File: config.mk
export PLATFORM = sky130hd
export DESIGN_NAME = sd_block_loader
export DESIGN_NICKNAME = d
export VERILOG_FILES = /design/src/rtl/sd_pkg.sv /design/src/rtl/sd_block_loader_poll_timer.sv /design/src/rtl/sd_block_loader.sv
export SDC_FILE = /design/constraint.sdc
export NUM_CORES = 1
export LEC_CHECK = 0
export ABC_AREA = 1
export BUFFER_PORTS_ARGS = -buffer_cell sky130_fd_sc_hd__buf_2
export CAP_MARGIN = 5
export CORE_UTILIZATION = 40
export DETAILED_ROUTE_END_ITERATION = 12
export PLACE_DENSITY = 0.68
export SLEW_MARGIN = 20
export SYNTH_ARGS = -nofsm -noshare
export SYNTH_HDL_FRONTEND = slang
export SYNTH_SLANG_ARGS = --single-unit
File: constraint.sdc
create_clock -name clk -period 1.9 [get_ports clk]
set_clock_uncertainty 0.2 [all_clocks]
set_input_delay 0.095 -clock clk [delete_from_list [all_inputs] [get_ports clk]]
set_output_delay 0.095 -clock clk [all_outputs]
set_load 0.05 [all_outputs]
File: src/rtl/sd_pkg.sv
// Shared definitions for the SD block loader: card register map, copy geometry, FSM encoding.
// Latency: n/a (declarations only).
// Backpressure: n/a.
package sd_pkg;

    localparam logic [15:0] SD_REG_ADDR      = 16'h1000;
    localparam logic [15:0] SD_REG_RD        = 16'h1004;
    localparam logic [15:0] SD_REG_READY     = 16'h2010;
    localparam int          SD_READY_BIT     = 24;
    localparam int          SD_WORDS_PER_BLK = 128;
    localparam logic [31:0] SD_RD_CMD        = 32'h0100_0000;

    typedef enum logic [3:0] {
        ST_IDLE,
        ST_POLL0,
        ST_SETADDR,
        ST_CMDRD,
        ST_SETTLE,
        ST_POLL1,
        ST_COPY,
        ST_NEXT,
        ST_DONE
    } sd_state_e;

    // The card's control registers are big-endian relative to the bus.
    function automatic logic [31:0] bswap32(input logic [31:0] v);
        return {v[7:0], v[15:8], v[23:16], v[31:24]};
    endfunction

endpackage

File: src/rtl/sd_block_loader_poll_timer.sv
// Poll timeout counter: counts enabled cycles from clear, saturates and flags at LIMIT.
// Latency: expired_o is registered-count based, visible the cycle the count reaches LIMIT.
// Backpressure: none.
module sd_poll_timer #(
    parameter logic [23:0] LIMIT = 24'hffffff
) (
    input  logic clk_i,
    input  logic rst_ni,
    input  logic en_i,
    input  logic clr_i,
    output logic expired_o
);

    logic [23:0] cnt_q, cnt_d;

    assign expired_o = (cnt_q == LIMIT);

    always_comb begin
        cnt_d = cnt_q;
        if (clr_i) begin
            cnt_d = '0;
        end else if (en_i && !expired_o) begin
            cnt_d = cnt_q + 24'd1;
        end
    end

    always_ff @(posedge clk_i or negedge rst_ni) begin
        if (!rst_ni) begin
            cnt_q <= '0;
        end else begin
            cnt_q <= cnt_d;
        end
    end

endmodule

File: src/rtl/sd_block_loader.sv
// Copies nblk 512-byte sectors from the SPI SD card block into memory; SD_LOADER_CSUM_EN adds a data checksum.
// Latency: per block, card ready wait + 2 command cycles + SETTLE_CYC + 128 words at >= 2 cycles each.
// Backpressure: mem_we holds address/data stable until mem_ready; card readiness is polled with timeout.
module sd_block_loader
    import sd_pkg::*;
#(
    parameter logic [23:0] TIMEOUT_CYC  = 24'hffffff,
    parameter int          SECTOR_BYTES = 512,
    parameter int          SETTLE_CYC   = 4
) (
    input  logic        clk,
    input  logic        rst_n,
    input  logic        start,
    input  logic [31:0] sd_base,
    input  logic [31:0] mem_base,
    input  logic [15:0] nblk,
    output logic        busy,
    output logic        done,
    output logic        err,
    output logic [15:0] sd_a,
    output logic [31:0] sd_d,
    output logic        sd_we,
    input  logic [31:0] sd_spo,
    output logic [31:0] mem_a,
    output logic [31:0] mem_d,
    output logic        mem_we,
    input  logic        mem_ready
`ifdef SD_LOADER_CSUM_EN
    ,
    output logic [31:0] csum
`endif
);

    sd_state_e   state_q, state_d;
    logic [31:0] cur_sd_q, cur_sd_d;
    logic [31:0] cur_mem_q, cur_mem_d;
    logic [15:0] rem_q, rem_d;
    logic [6:0]  w_q, w_d;
    logic [7:0]  settle_q, settle_d;
    logic        err_q, err_d;
    logic        mem_we_q, mem_we_d;
    logic [31:0] mem_a_q, mem_a_d;
    logic [31:0] mem_d_q, mem_d_d;
    logic        poll_en;
    logic        poll_expired;
    logic        card_ready;
    logic        mem_accept;

    assign card_ready = sd_spo[SD_READY_BIT];
    assign poll_en    = (state_q == ST_POLL0) || (state_q == ST_POLL1);
    assign mem_accept = mem_we_q && mem_ready;

    // Counter is held clear outside the poll states, so each poll entry starts fresh.
    sd_poll_timer #(
        .LIMIT(TIMEOUT_CYC)
    ) u_poll_timer (
        .clk_i    (clk),
        .rst_ni   (rst_n),
        .en_i     (poll_en),
        .clr_i    (!poll_en),
        .expired_o(poll_expired)
    );

    always_comb begin
        state_d   = state_q;
        cur_sd_d  = cur_sd_q;
        cur_mem_d = cur_mem_q;
        rem_d     = rem_q;
        w_d       = w_q;
        settle_d  = settle_q;
        err_d     = err_q;
        mem_we_d  = mem_we_q;
        mem_a_d   = mem_a_q;
        mem_d_d   = mem_d_q;
        sd_a      = '0;
        sd_d      = '0;
        sd_we     = 1'b0;

        case (state_q)
            ST_IDLE: begin
                if (start) begin
                    cur_sd_d  = sd_base;
                    cur_mem_d = mem_base;
                    rem_d     = nblk;
                    err_d     = 1'b0;
                    state_d   = (nblk == 16'd0) ? ST_DONE : ST_POLL0;
                end
            end
            ST_POLL0, ST_POLL1: begin
                sd_a = SD_REG_READY;
                if (card_ready) begin
                    if (state_q == ST_POLL0) begin
                        state_d = ST_SETADDR;
                    end else begin
                        state_d  = ST_COPY;
                        w_d      = '0;
                        mem_we_d = 1'b0;
                    end
                end else if (poll_expired) begin
                    err_d   = 1'b1;
                    state_d = ST_DONE;
                end
            end
            ST_SETADDR: begin
                sd_a    = SD_REG_ADDR;
                sd_d    = bswap32(cur_sd_q);
                sd_we   = 1'b1;
                state_d = ST_CMDRD;
            end
            ST_CMDRD: begin
                sd_a     = SD_REG_RD;
                sd_d     = SD_RD_CMD;
                sd_we    = 1'b1;
                settle_d = '0;
                state_d  = ST_SETTLE;
            end
            ST_SETTLE: begin
                if (settle_q == 8'(SETTLE_CYC - 1)) begin
                    state_d = ST_POLL1;
                end else begin
                    settle_d = settle_q + 8'd1;
                end
            end
            ST_COPY: begin
                sd_a = {7'd0, w_q, 2'b00};
                // Capture the cache word when the request rises; hold it until accepted.
                if (!mem_we_q) begin
                    mem_we_d = 1'b1;
                    mem_d_d  = sd_spo;
                    mem_a_d  = cur_mem_q + {23'd0, w_q, 2'b00};
                end else if (mem_ready) begin
                    mem_we_d = 1'b0;
                    if (w_q == 7'(SD_WORDS_PER_BLK - 1)) begin
                        state_d = ST_NEXT;
                    end else begin
                        w_d = w_q + 7'd1;
                    end
                end
            end
            ST_NEXT: begin
                cur_sd_d  = cur_sd_q + 32'(SECTOR_BYTES);
                cur_mem_d = cur_mem_q + 32'(SECTOR_BYTES);
                rem_d     = rem_q - 16'd1;
                state_d   = (rem_q == 16'd1) ? ST_DONE : ST_POLL0;
            end
            ST_DONE: begin
                state_d = ST_IDLE;
            end
            default: begin
                state_d = ST_IDLE;
            end
        endcase
    end

    always_ff @(posedge clk or negedge rst_n) begin
        if (!rst_n) begin
            state_q   <= ST_IDLE;
            cur_sd_q  <= '0;
            cur_mem_q <= '0;
            rem_q     <= '0;
            w_q       <= '0;
            settle_q  <= '0;
            err_q     <= 1'b0;
            mem_we_q  <= 1'b0;
            mem_a_q   <= '0;
            mem_d_q   <= '0;
        end else begin
            state_q   <= state_d;
            cur_sd_q  <= cur_sd_d;
            cur_mem_q <= cur_mem_d;
            rem_q     <= rem_d;
            w_q       <= w_d;
            settle_q  <= settle_d;
            err_q     <= err_d;
            mem_we_q  <= mem_we_d;
            mem_a_q   <= mem_a_d;
            mem_d_q   <= mem_d_d;
        end
    end

    assign busy   = (state_q != ST_IDLE) && (state_q != ST_DONE);
    assign done   = (state_q == ST_DONE);
    assign err    = err_q;
    assign mem_we = mem_we_q;
    assign mem_a  = mem_a_q;
    assign mem_d  = mem_d_q;

`ifdef SD_LOADER_CSUM_EN
    logic [31:0] csum_q, csum_d;

    always_comb begin
        csum_d = csum_q;
        if ((state_q == ST_IDLE) && start) begin
            csum_d = '0;
        end else if (mem_accept) begin
            csum_d = csum_q + mem_d_q;
        end
    end

    always_ff @(posedge clk or negedge rst_n) begin
        if (!rst_n) begin
            csum_q <= '0;
        end else begin
            csum_q <= csum_d;
        end
    end

    assign csum = csum_q;
`else
    logic unused_accept;
    assign unused_accept = mem_accept;
`endif

endmodule
==> impl_metrics.py, run 1 <==
metrics = {
    "clock_network": {
        "tritoncts_num_sinks": 189,
        "clk_pin_slew_worst_paths_ns": 0.08,
        "cts-buffers-inserted": 17,
        "cts_max_level": 4,
        "cts_tree": "done",
        "clockBufferDepth": 2,
        "root_buffer": "clkbuf_16",
        "clkLatencyLatePin_ns": 0.43,
    },
    "power": {
        "total_power_mw": 25.0,
        "p_int_mw": 12.7,
        "swShare": 0.491,
        "clkPwrFrac": 0.145,
        "power.leakage_nw": 8.55,
        "power_switching_mw": 12.3,
        "combPwrFrac": 0.575,
        "power_density_nw_per_um2": 1390,
        "seqPwrFrac": 0.280,
        "ir_drop_v": 0.000815,
    },
    "synthesis": {
        "ys.flop_type": "dfrtp_1",
        "synth_cells": 1607,
        "synth_top_family_by_area": "simple AND/OR/NAND/NOR gates",
        "synthXorXnorAreaFrac": 0.0201,
        "synth_seq_cells": 189,
        "yosys.area_share.simple": 0.371,
        "ys_types": 48,
        "yosys.cell_count.top_type": "nand2_1",
        "syn_area_um2": 11300,
        "synth_area_per_cell_um2": 7.06,
        "synth_commonest_cells": "546 x nand2_1, 191 x nor2_1, 189 x dfrtp_1, 160 x inv_1, 141 x nand3_1",
        "synth_compound_area_frac": 0.0850,
        "netlist.area_leader.share": 0.417,
        "synthAdderAreaFrac": 0.0172,
        "synthTopCellsByArea": "dfrtp_1 42%, nand2_1 18%, nor2_1 6.3%",
        "synth.largest_area_cell": "dfrtp_1",
        "synth_edf_count": 0,
        "synth-async-reset-ratio": 1.00,
        "yosysSeqAreaShare": 0.417,
        "muxShareOfSynthArea": 0,
        "ys_warn_count": 0,
    },
    "critical_path": {
        "end_kind": "flop",
        "rr_endpoint": "cur_sd_q[21]$_DFFE_PN0P_",
        "r2r-start": "state_q[3]$_DFFE_PN0P_",
        "criticalPathCategory": "reg -> reg",
        "arrival_ns": 2.28,
        "slowest_stage": "dfrtp_1",
        "critical_path_peak_fanout": 7,
        "path_cells": "inv_2 > buf_6 > nand2_8 > nor2_4 > buf_12 > clkinv_8 > nand2_8 > buf_12 > buf_12 > buf_8 > o211ai_1 > o21ai_1",
        "startpoint_type": "flop",
        "r2r_setup_slack_ns": -0.22,
        "cp_common_cell": "buf_12",
        "reg2reg_depth": 12,
        "crit_path_max_incr_delay_ns": 0.42,
        "cp.required_ns": 2.06,
    },
    "route": {
        "wl_met2_mm": 20.3,
        "drc": 0,
        "ant_nets": 0,
        "wl_met1_mm": 17.2,
        "dr_total_vias": 12900,
        "wirelength_mm": 42.0,
        "vias_per_cell": 5.17,
        "dr.pass1.iters": 5,
        "top_layer": "met4",
        "drt_iter0_markers": 864,
        "wire_per_inst_um": 16.8,
        "wl_met3_mm": 3.08,
    },
    "die": {
        "die_h_um": 170,
        "start_util": 0.407,
        "dieArea_um2": 29000,
        "io_pins": 233,
        "rows": 61,
        "die_x_um": 170,
        "core_area_um2": 27900,
    },
    "sta": {
        "fmax_ghz": 0.472,
        "setup_viol": 106,
        "fin_crit_sh": 1.12,
        "slew_viol_final": 0,
        "period_needed_ns": 2.12,
        "setup_ws_ns": -0.220,
        "grt_setup_unrepaired": "true",
        "worst_hold_slack_ns": 0.0663,
        "hold_viol": 0,
    },
    "global_routing": {
        "grt_overflow": 0,
        "grt_usage": 0.261,
        "antenna_found_initial": 1,
        "grt_pass1_wl_mm": 60.2,
        "grt_max_degree": 59,
        "grt_pass1_vias": 12000,
    },
    "worst_hold_path": {
        "hold_class": "in -> reg",
        "hold_depth": 6,
        "holdPathEnd": "w_q[2]$_DFFE_PN0P_",
        "hp-start": "mem_ready",
    },
    "layout": {
        "syn_to_final_growth_pct": 58.3,
        "nNetsFinal": 2238,
        "drive_above_1_share": 0.332,
    },
    "placement": {
        "dp_hpwl_mm": 25.4,
        "place_congestion": 0.931,
        "pre_cts_slack_ns": -0.227,
        "io_buffers": 225,
    },
    "status": {
        "violations": "negative setup slack",
        "outcome": "finished with violations",
    },
    "run": {
        "max-cap-violations": 0,
    },
}
==> final cells by class <==
class                           count  area [µm²]
Timing Repair Buffer              533        4780
Sequential cell                   189        4740
Antenna cell                        2        5.00
Clock buffer                       19         433
Inverter                          168         669
Tap cell                          378         473
Multi-Input combinational cell   1197        6720
Fill cell                        2167        9900
Timing Repair inverter              1        11.3
Clock inverter                     13         139
==> placed cells by master (no fill, tap or decap), drive strengths merged, types with 2 or more instances in the layout <==
cell / instances
a31oi: 5
o211ai: 16
inv: 171
dfrtp: 189
xnor2: 8
or2: 6
nand3: 145
clkinvlp: 2
o22ai: 10
o21ai: 96
conb: 7
nand3b: 4
dlygate4sd3: 116
a21o: 4
nand4: 31
a21boi: 2
o311ai: 2
nand2: 561
bufinv: 2
clkinv: 7
nor2: 214
ha: 14
a32oi: 3
nor3: 19
xor2: 18
o31ai: 2
buf: 403
o21bai: 3
diode: 2
a21oi: 19
clkbuf: 33
==> registers in the layout, summed over array words and instances (netlist names) <==
register            cells
mem_we                  1
rem_q                  16
u_poll_timer.cnt_q     24
err                     1
cur_mem_q              32
cur_sd_q               32
mem_a                  32
settle_q                8
state_q                 4
w_q                     7
mem_d                  32
==> worst max path at each step <==
stage                                 startpoint                        to  slack, ns  depth (start not counted)
after floorplan           state_q[3]$_DFFE_PN0P_                   sd_d[0]      -0.11                          6
after global placement        w_q[0]$_DFFE_PN0P_     mem_a[20]$_DFFE_PN0P_      -0.17                         10
after detailed placement      w_q[0]$_DFFE_PN0P_     mem_a[20]$_DFFE_PN0P_      -0.23                         10
after CTS                 state_q[3]$_DFFE_PN0P_                   sd_a[4]      -0.11                          8
after global routing      state_q[3]$_DFFE_PN0P_  cur_sd_q[21]$_DFFE_PN0P_      -0.29                         12
final                     state_q[3]$_DFFE_PN0P_  cur_sd_q[21]$_DFFE_PN0P_      -0.22                         12
==> what timing repair did <==
item	in CTS	in global routing
setup endpoints to repair	69	196
gates resized for setup	186	293
cloned	4	18
endpoints found under the hold margin	303	0
setup buffers	14	47
hold buffers	116	0
pin swaps	23	80
==> logic make-up after synthesis <==
group	after synthesis
and+or+nand+nor	980
xor gates and xnor gates	26
other	1
adders and majority gates	15
buffers and inverters	229
DFF	189
AOI/OAI and AO/OA	167
==> power by group through the flow <==
| stage | combinational (mW) | clock, mW | sequential (mW) |
|---|---|---|---|
| floorplan | 5.35 | 0 | 8.78 |
| CTS | 11.9 | 3.67 | 6.84 |
| global route | 15.4 | 3.83 | 7.17 |
| global placement | 10.5 | 0 | 6.84 |
| finish | 14.4 | 3.61 | 7.01 |
| detailed placement | 10.7 | 0 | 6.89 |
==> stage by stage <==
step | utilization | area, µm² | std cells | TNS (ns)
finish | 0.645 | 18000 | 2500 | -10.45
global route | 0.645 | 18000 | 2499 | -19.08
CTS | 0.577 | 16100 | 2434 | -3.00
detailed placement | 0.486 | 13500 | 2268 | -2.88
global placement | 0.486 | 13500 | 2268 | -1.41
floorplan | - | 11400 | 1613 | -3.24
==> layer usage <==
layer / vias up / global-route usage
met4: 0 / 0.0819
met3: 114 / 0.0498
met2: 615 / 0.450
li1: 6147 / -
met5: - / 0
met1: 6046 / 0.330
==> worst max-delay path, delay by kind of cell (launching register included) <==
family                 cells  cell delay (ns)
flip-flops                 1             0.42
AO/OA/AOI/OAI              2             0.20
AND/OR/NAND/NOR            3             0.37
buffers and inverters      7             0.84
No activity file was read; power rests on OpenSTA's default activity.
==> run 2, diff against run 1 <==
--- a/config.mk
+++ b/config.mk
@@ -9,6 +9,7 @@
 export BUFFER_PORTS_ARGS = -buffer_cell sky130_fd_sc_hd__buf_2
 export CAP_MARGIN = 5
 export CORE_UTILIZATION = 40
+export CTS_BUF_LIST = sky130_fd_sc_hd__clkbuf_4 sky130_fd_sc_hd__clkbuf_8
 export DETAILED_ROUTE_END_ITERATION = 12
 export PLACE_DENSITY = 0.68
 export SLEW_MARGIN = 20
==> impl_metrics.py, run 2 (synthesis gave the netlist of run 1 again) <==
metrics = {
    "power": {
        "power_density_nw_per_um2": 1360,
        "total_power_mw": 23.6,
        "power.leakage_nw": 8.33,
        "ir_drop_v": 0.000772,
        "p_int_mw": 11.7,
        "seqPwrFrac": 0.295,
        "power_switching_mw": 11.9,
        "combPwrFrac": 0.588,
        "swShare": 0.504,
        "clkPwrFrac": 0.117,
    },
    "sta": {
        "fin_crit_sh": 1.09,
        "setup_viol": 104,
        "hold_viol": 0,
        "worst_hold_slack_ns": 0.174,
        "setup_ws_ns": -0.162,
        "period_needed_ns": 2.06,
        "fmax_ghz": 0.485,
        "setup_tns_ns": -7.57,
        "grt_setup_unrepaired": "true",
        "slew_viol_final": 0,
    },
    "route": {
        "wirelength_mm": 41.5,
        "drt_iter0_markers": 949,
        "vias_per_cell": 5.12,
        "dr.pass1.iters": 6,
        "wire_per_inst_um": 16.7,
        "drc": 0,
        "ant_nets": 0,
        "dr_total_vias": 12800,
    },
    "die": {
        "die_h_um": 170,
        "die_x_um": 170,
        "start_util": 0.407,
        "io_pins": 233,
        "rows": 61,
        "dieArea_um2": 29000,
        "core_area_um2": 27900,
    },
    "critical_path": {
        "cp_top_family": "buffers and inverters",
        "criticalPathCategory": "reg -> out",
        "r2r-start": "w_q[0]$_DFFE_PN0P_",
        "end_kind": "output port",
        "slowest_stage": "dfrtp_1",
        "rr_endpoint": "mem_a[18]$_DFFE_PN0P_",
        "path_cells": "inv_2 > nand2_4 > nor2_4 > inv_6 > clkbuf_16 > nor2_4 > buf_6",
        "crit_path_max_incr_delay_ns": 0.40,
        "r2r_setup_slack_ns": -0.13,
        "cp_common_cell": "nor2_4",
        "cp.required_ns": 1.60,
        "arrival_ns": 1.77,
        "startpoint_type": "flop",
        "timing.critical_path.buf_inv": 4,
        "reg2reg_depth": 10,
        "critical_path_peak_fanout": 7,
    },
    "placement": {
        "io_buffers": 225,
        "dp.cells": 2268,
        "place_congestion": 0.931,
        "pre_cts_slack_ns": -0.227,
        "dpl_cell_area_um2": 13500,
        "dp_hpwl_mm": 25.4,
    },
    "layout": {
        "syn_to_final_growth_pct": 52.4,
        "instances_no_fill": 2492,
        "drive_above_1_share": 0.312,
        "fill_cells": 2285,
        "finalInstanceArea_um2": 17300,
        "finish.utilization": 0.621,
        "multi_input_area_um2": 6470,
        "regArea_um2": 4740,
        "final_common_cell": "nand2_1",
        "final_cell_mix": "516 x nand2_1, 184 x dfrtp_1, 180 x buf_2",
        "nNetsFinal": 2229,
    },
    "clock_network": {
        "cts-buffers-inserted": 17,
        "clk_pin_slew_worst_paths_ns": 0.10,
        "cts_max_level": 4,
        "clockBufferDepth": 2,
        "root_buffer": "clkbuf_8",
        "clkLatencyLatePin_ns": 0.47,
        "cts_tree": "done",
        "tritoncts_num_sinks": 189,
    },
    "run": {
        "max-cap-violations": 0,
    },
    "worst_hold_path": {
        "hp-start": "sd_spo[11]",
        "holdPathEnd": "mem_d[11]$_DFFE_PN0P_",
        "hold_depth": 4,
        "hold_class": "in -> reg",
    },
    "status": {
        "violations": "negative setup slack",
        "outcome": "finished with violations",
    },
    "global_routing": {
        "grt_pass1_vias": 11900,
        "grt_usage": 0.263,
        "grt_max_degree": 59,
        "antenna_found_initial": 2,
        "grt_overflow": 0,
        "grt_pass1_wl_mm": 60.3,
    },
}
[run 2: cell count changes in the layout (fill, tap and decap cells not counted), moves of 7 or more]
cell | before | now
clkbuf_16 | 30 | 10
o21ai_0 | 45 | 53
nand3_2 | 26 | 19
nand3_1 | 113 | 121
nor2_4 | 53 | 44
o21ai_2 | 20 | 7
clkbuf_8 | 0 | 18
buf_12 | 21 | 14
[run 2: power by group through the flow]
stage | clock (mW) | sequential (mW) | combinational, mW
floorplan | 0 | 8.78 | 5.35
detailed placement | 0 | 6.89 | 10.7
finish | 2.75 | 6.95 | 13.9
global route | 3.00 | 7.12 | 14.9
CTS | 2.83 | 6.85 | 12.0
global placement | 0 | 6.84 | 10.5
[run 2: area by class of cell]
type	count	share of cell area
antenna	3	0.000434
multi-input combinational	1197	0.374
timing repair buffer	523	0.262
timing repair inverter	2	0.00101
clock buffer	19	0.0144
sequential	189	0.274
tap	378	0.0273
inverter	168	0.0383
clock inverter	13	0.00803
[run 2: layer usage]
| metal | vias up | wire length (µm) | track usage |
|---|---|---|---|
| met5 | - | 0 | 0 |
| met4 | 0 | 1500 | 0.0866 |
| met3 | 111 | 3140 | 0.0460 |
| met2 | 598 | 19800 | 0.446 |
| met1 | 5946 | 17100 | 0.339 |
| li1 | 6109 | - | - |
[run 2: tightest hold or removal path, delay by kind of cell]
kind	cells	cell delay [ns]
simple gates	2	0.10
buf+inv	2	0.62
[run 2: worst max path at each step]
stage / cells after the start / start / endpoint / slack, ns
3_3_place_gp: 10 / w_q[0]$_DFFE_PN0P_ / mem_a[20]$_DFFE_PN0P_ / -0.17
2_1_floorplan: 6 / state_q[3]$_DFFE_PN0P_ / sd_d[0] / -0.11
5_1_grt: 6 / state_q[1]$_DFFE_PN0P_ / sd_d[18] / -0.24
3_5_place_dp: 10 / w_q[0]$_DFFE_PN0P_ / mem_a[20]$_DFFE_PN0P_ / -0.23
6_report: 7 / state_q[0]$_DFFE_PN0P_ / sd_d[5] / -0.16
4_1_cts: 7 / state_q[3]$_DFFE_PN0P_ / sd_d[16] / -0.16
[run 2: what timing repair did]
item	4_1_cts	5_1_grt
pin swaps	28	54
buffers inserted	21	34
cloned	5	15
hold buffers	116	0
resized for setup	198	206
setup endpoints to repair	70	196
endpoints found under the hold margin	307	0
==> run 3, diff against run 2 <==
--- a/config.mk
+++ b/config.mk
@@ -12,6 +12,7 @@
 export CTS_BUF_LIST = sky130_fd_sc_hd__clkbuf_4 sky130_fd_sc_hd__clkbuf_8
 export DETAILED_ROUTE_END_ITERATION = 12
 export PLACE_DENSITY = 0.68
+export SKIP_CTS_REPAIR_TIMING = 1
 export SLEW_MARGIN = 20
 export SYNTH_ARGS = -nofsm -noshare
 export SYNTH_HDL_FRONTEND = slang
==> impl_metrics.py, run 3 (synthesis gave the netlist of run 1 again) <==
metrics = {
    "route": {
        "drc": 0,
        "dr.pass1.iters": 6,
        "ant_nets": 0,
        "wire_per_inst_um": 16.3,
        "wl_met1_mm": 17.1,
        "drt_iter0_markers": 892,
        "dr_total_vias": 12700,
        "wl_met3_mm": 2.74,
        "vias_per_cell": 5.10,
        "wl_met2_mm": 19.8,
        "wirelength_mm": 40.5,
        "top_layer": "met4",
    },
    "global_routing": {
        "grt_pass1_vias": 10700,
        "grt_pass1_wl_mm": 53.7,
        "grt_overflow": 0,
        "grt_max_degree": 67,
        "antenna_found_initial": 0,
        "grt_usage": 0.233,
    },
    "power": {
        "power_switching_mw": 11.7,
        "clkPwrFrac": 0.119,
        "p_int_mw": 11.4,
        "power.leakage_nw": 8.31,
        "combPwrFrac": 0.579,
        "total_power_mw": 23.1,
        "power_density_nw_per_um2": 1340,
        "swShare": 0.506,
        "seqPwrFrac": 0.302,
        "ir_drop_v": 0.000816,
    },
    "clock_network": {
        "root_buffer": "clkbuf_8",
        "tritoncts_num_sinks": 189,
        "clkLatencyLatePin_ns": 0.47,
        "clockBufferDepth": 2,
        "clk_pin_slew_worst_paths_ns": 0.10,
        "cts_tree": "done",
        "cts_max_level": 4,
        "cts-buffers-inserted": 17,
    },
    "layout": {
        "final_common_cell": "nand2_1",
        "finalInstanceArea_um2": 17200,
        "nNetsFinal": 2223,
        "instances_no_fill": 2484,
        "syn_to_final_growth_pct": 52.0,
        "final_cell_mix": "508 x nand2_1, 183 x dfrtp_1, 180 x buf_2",
        "drive_above_1_share": 0.320,
        "fill_cells": 2282,
    },
    "sta": {
        "hold_viol": 0,
        "worst_hold_slack_ns": 0.0227,
        "fin_crit_sh": 1.13,
        "setup_viol": 100,
        "setup_ws_ns": -0.241,
        "period_needed_ns": 2.14,
        "slew_viol_final": 0,
        "fmax_ghz": 0.467,
        "grt_setup_unrepaired": "true",
    },
    "worst_hold_path": {
        "hold_depth": 6,
        "hold_class": "in -> reg",
    },
    "placement": {
        "place_congestion": 0.931,
        "dpl_cell_area_um2": 13500,
        "dp.cells": 2268,
        "io_buffers": 225,
        "pre_cts_slack_ns": -0.227,
        "dp_hpwl_mm": 25.4,
    },
    "die": {
        "core_area_um2": 27900,
        "die_h_um": 170,
        "die_x_um": 170,
        "dieArea_um2": 29000,
        "rows": 61,
        "io_pins": 233,
        "start_util": 0.407,
    },
    "status": {
        "outcome": "finished with violations",
        "violations": "negative setup slack",
    },
    "critical_path": {
        "critical_path_peak_fanout": 8,
        "end_kind": "output port",
        "slowest_stage": "dfrtp_1",
        "path_cells": "inv_2 > nand2_8 > nor2_4 > inv_6 > clkbuf_16 > nor2_2 > buf_6",
        "cp.required_ns": 1.60,
        "criticalPathCategory": "reg -> out",
        "crit_path_max_incr_delay_ns": 0.42,
        "arrival_ns": 1.85,
        "timing.critical_path.buf_inv": 4,
        "startpoint_type": "flop",
        "cp.depth": 7,
        "reg2reg_depth": 12,
        "cp_top_family": "buffers and inverters",
    },
    "run": {
        "max-cap-violations": 0,
    },
}
## run 3: worst reg2reg max path: stages, from the launching register on
cell and delay (ns):
dfrtp_1 0.37, ha_2 0.19, inv_2 0.04, fa_2 0.35
o21ai_2 0.17, nand3_2 0.14, nand2_4 0.17, buf_12 0.13
nand3_2 0.05, nand2_1 0.06, nand2_1 0.05, nand2_1 0.05
nand2_1 0.04
## run 3: stage by stage
step,setup TNS [ns],utilization
final,-10.89,0.619
after global routing,-18.56,0.619
after CTS,-17.99,0.499
after detailed placement,-2.88,0.486
after global placement,-1.41,0.486
after floorplan,-3.24,-
## run 3: final cells by class
cell class / instances / area [µm²] / area share
diodes: 1 / 2.50 / 0.000145
clock buffers: 19 / 249 / 0.0144
clock inverters: 13 / 139 / 0.00805
inverters: 168 / 651 / 0.0377
multi-input cells: 1198 / 6590 / 0.382
flip-flops and latches: 189 / 4740 / 0.275
well taps: 378 / 473 / 0.0274
repair buffers: 518 / 4410 / 0.255
## run 3: path summary, 6_finish.rpt
check | from | end | slack, ns
max reg2reg | w_q[0]$_DFFE_PN0P_ | mem_a[28]$_DFFE_PN0P_ | -0.18
min reg2reg | mem_d[5]$_DFFE_PN0P_ | mem_d[5]$_DFFE_PN0P_ | 0.27
min | mem_ready | w_q[1]$_DFFE_PN0P_ | 0.02
max in group asynchronous | rst_n | rem_q[12]$_DFFE_PN0P_ | 0.29
max | state_q[2]$_DFFE_PN0P_ | sd_d[29] | -0.24
min in group asynchronous | rst_n | u_poll_timer.cnt_q[23]$_DFFE_PN0P_ | 0.49
## run 3: power by group through the flow
stage | Clock [mW] | Combinational (mW) | Sequential (mW)
after floorplan | 0 | 5.35 | 8.78
after global placement | 0 | 10.5 | 6.84
after detailed placement | 0 | 10.7 | 6.89
after CTS | 2.83 | 10.7 | 6.82
after global routing | 2.98 | 14.3 | 7.15
final | 2.75 | 13.3 | 6.97
## run 3: routing by layer
layer | track usage | vias up
li1 | - | 6096
met1 | 0.312 | 5938
met2 | 0.388 | 560
met3 | 0.0479 | 74
met4 | 0.0450 | 0
met5 | 0 | -
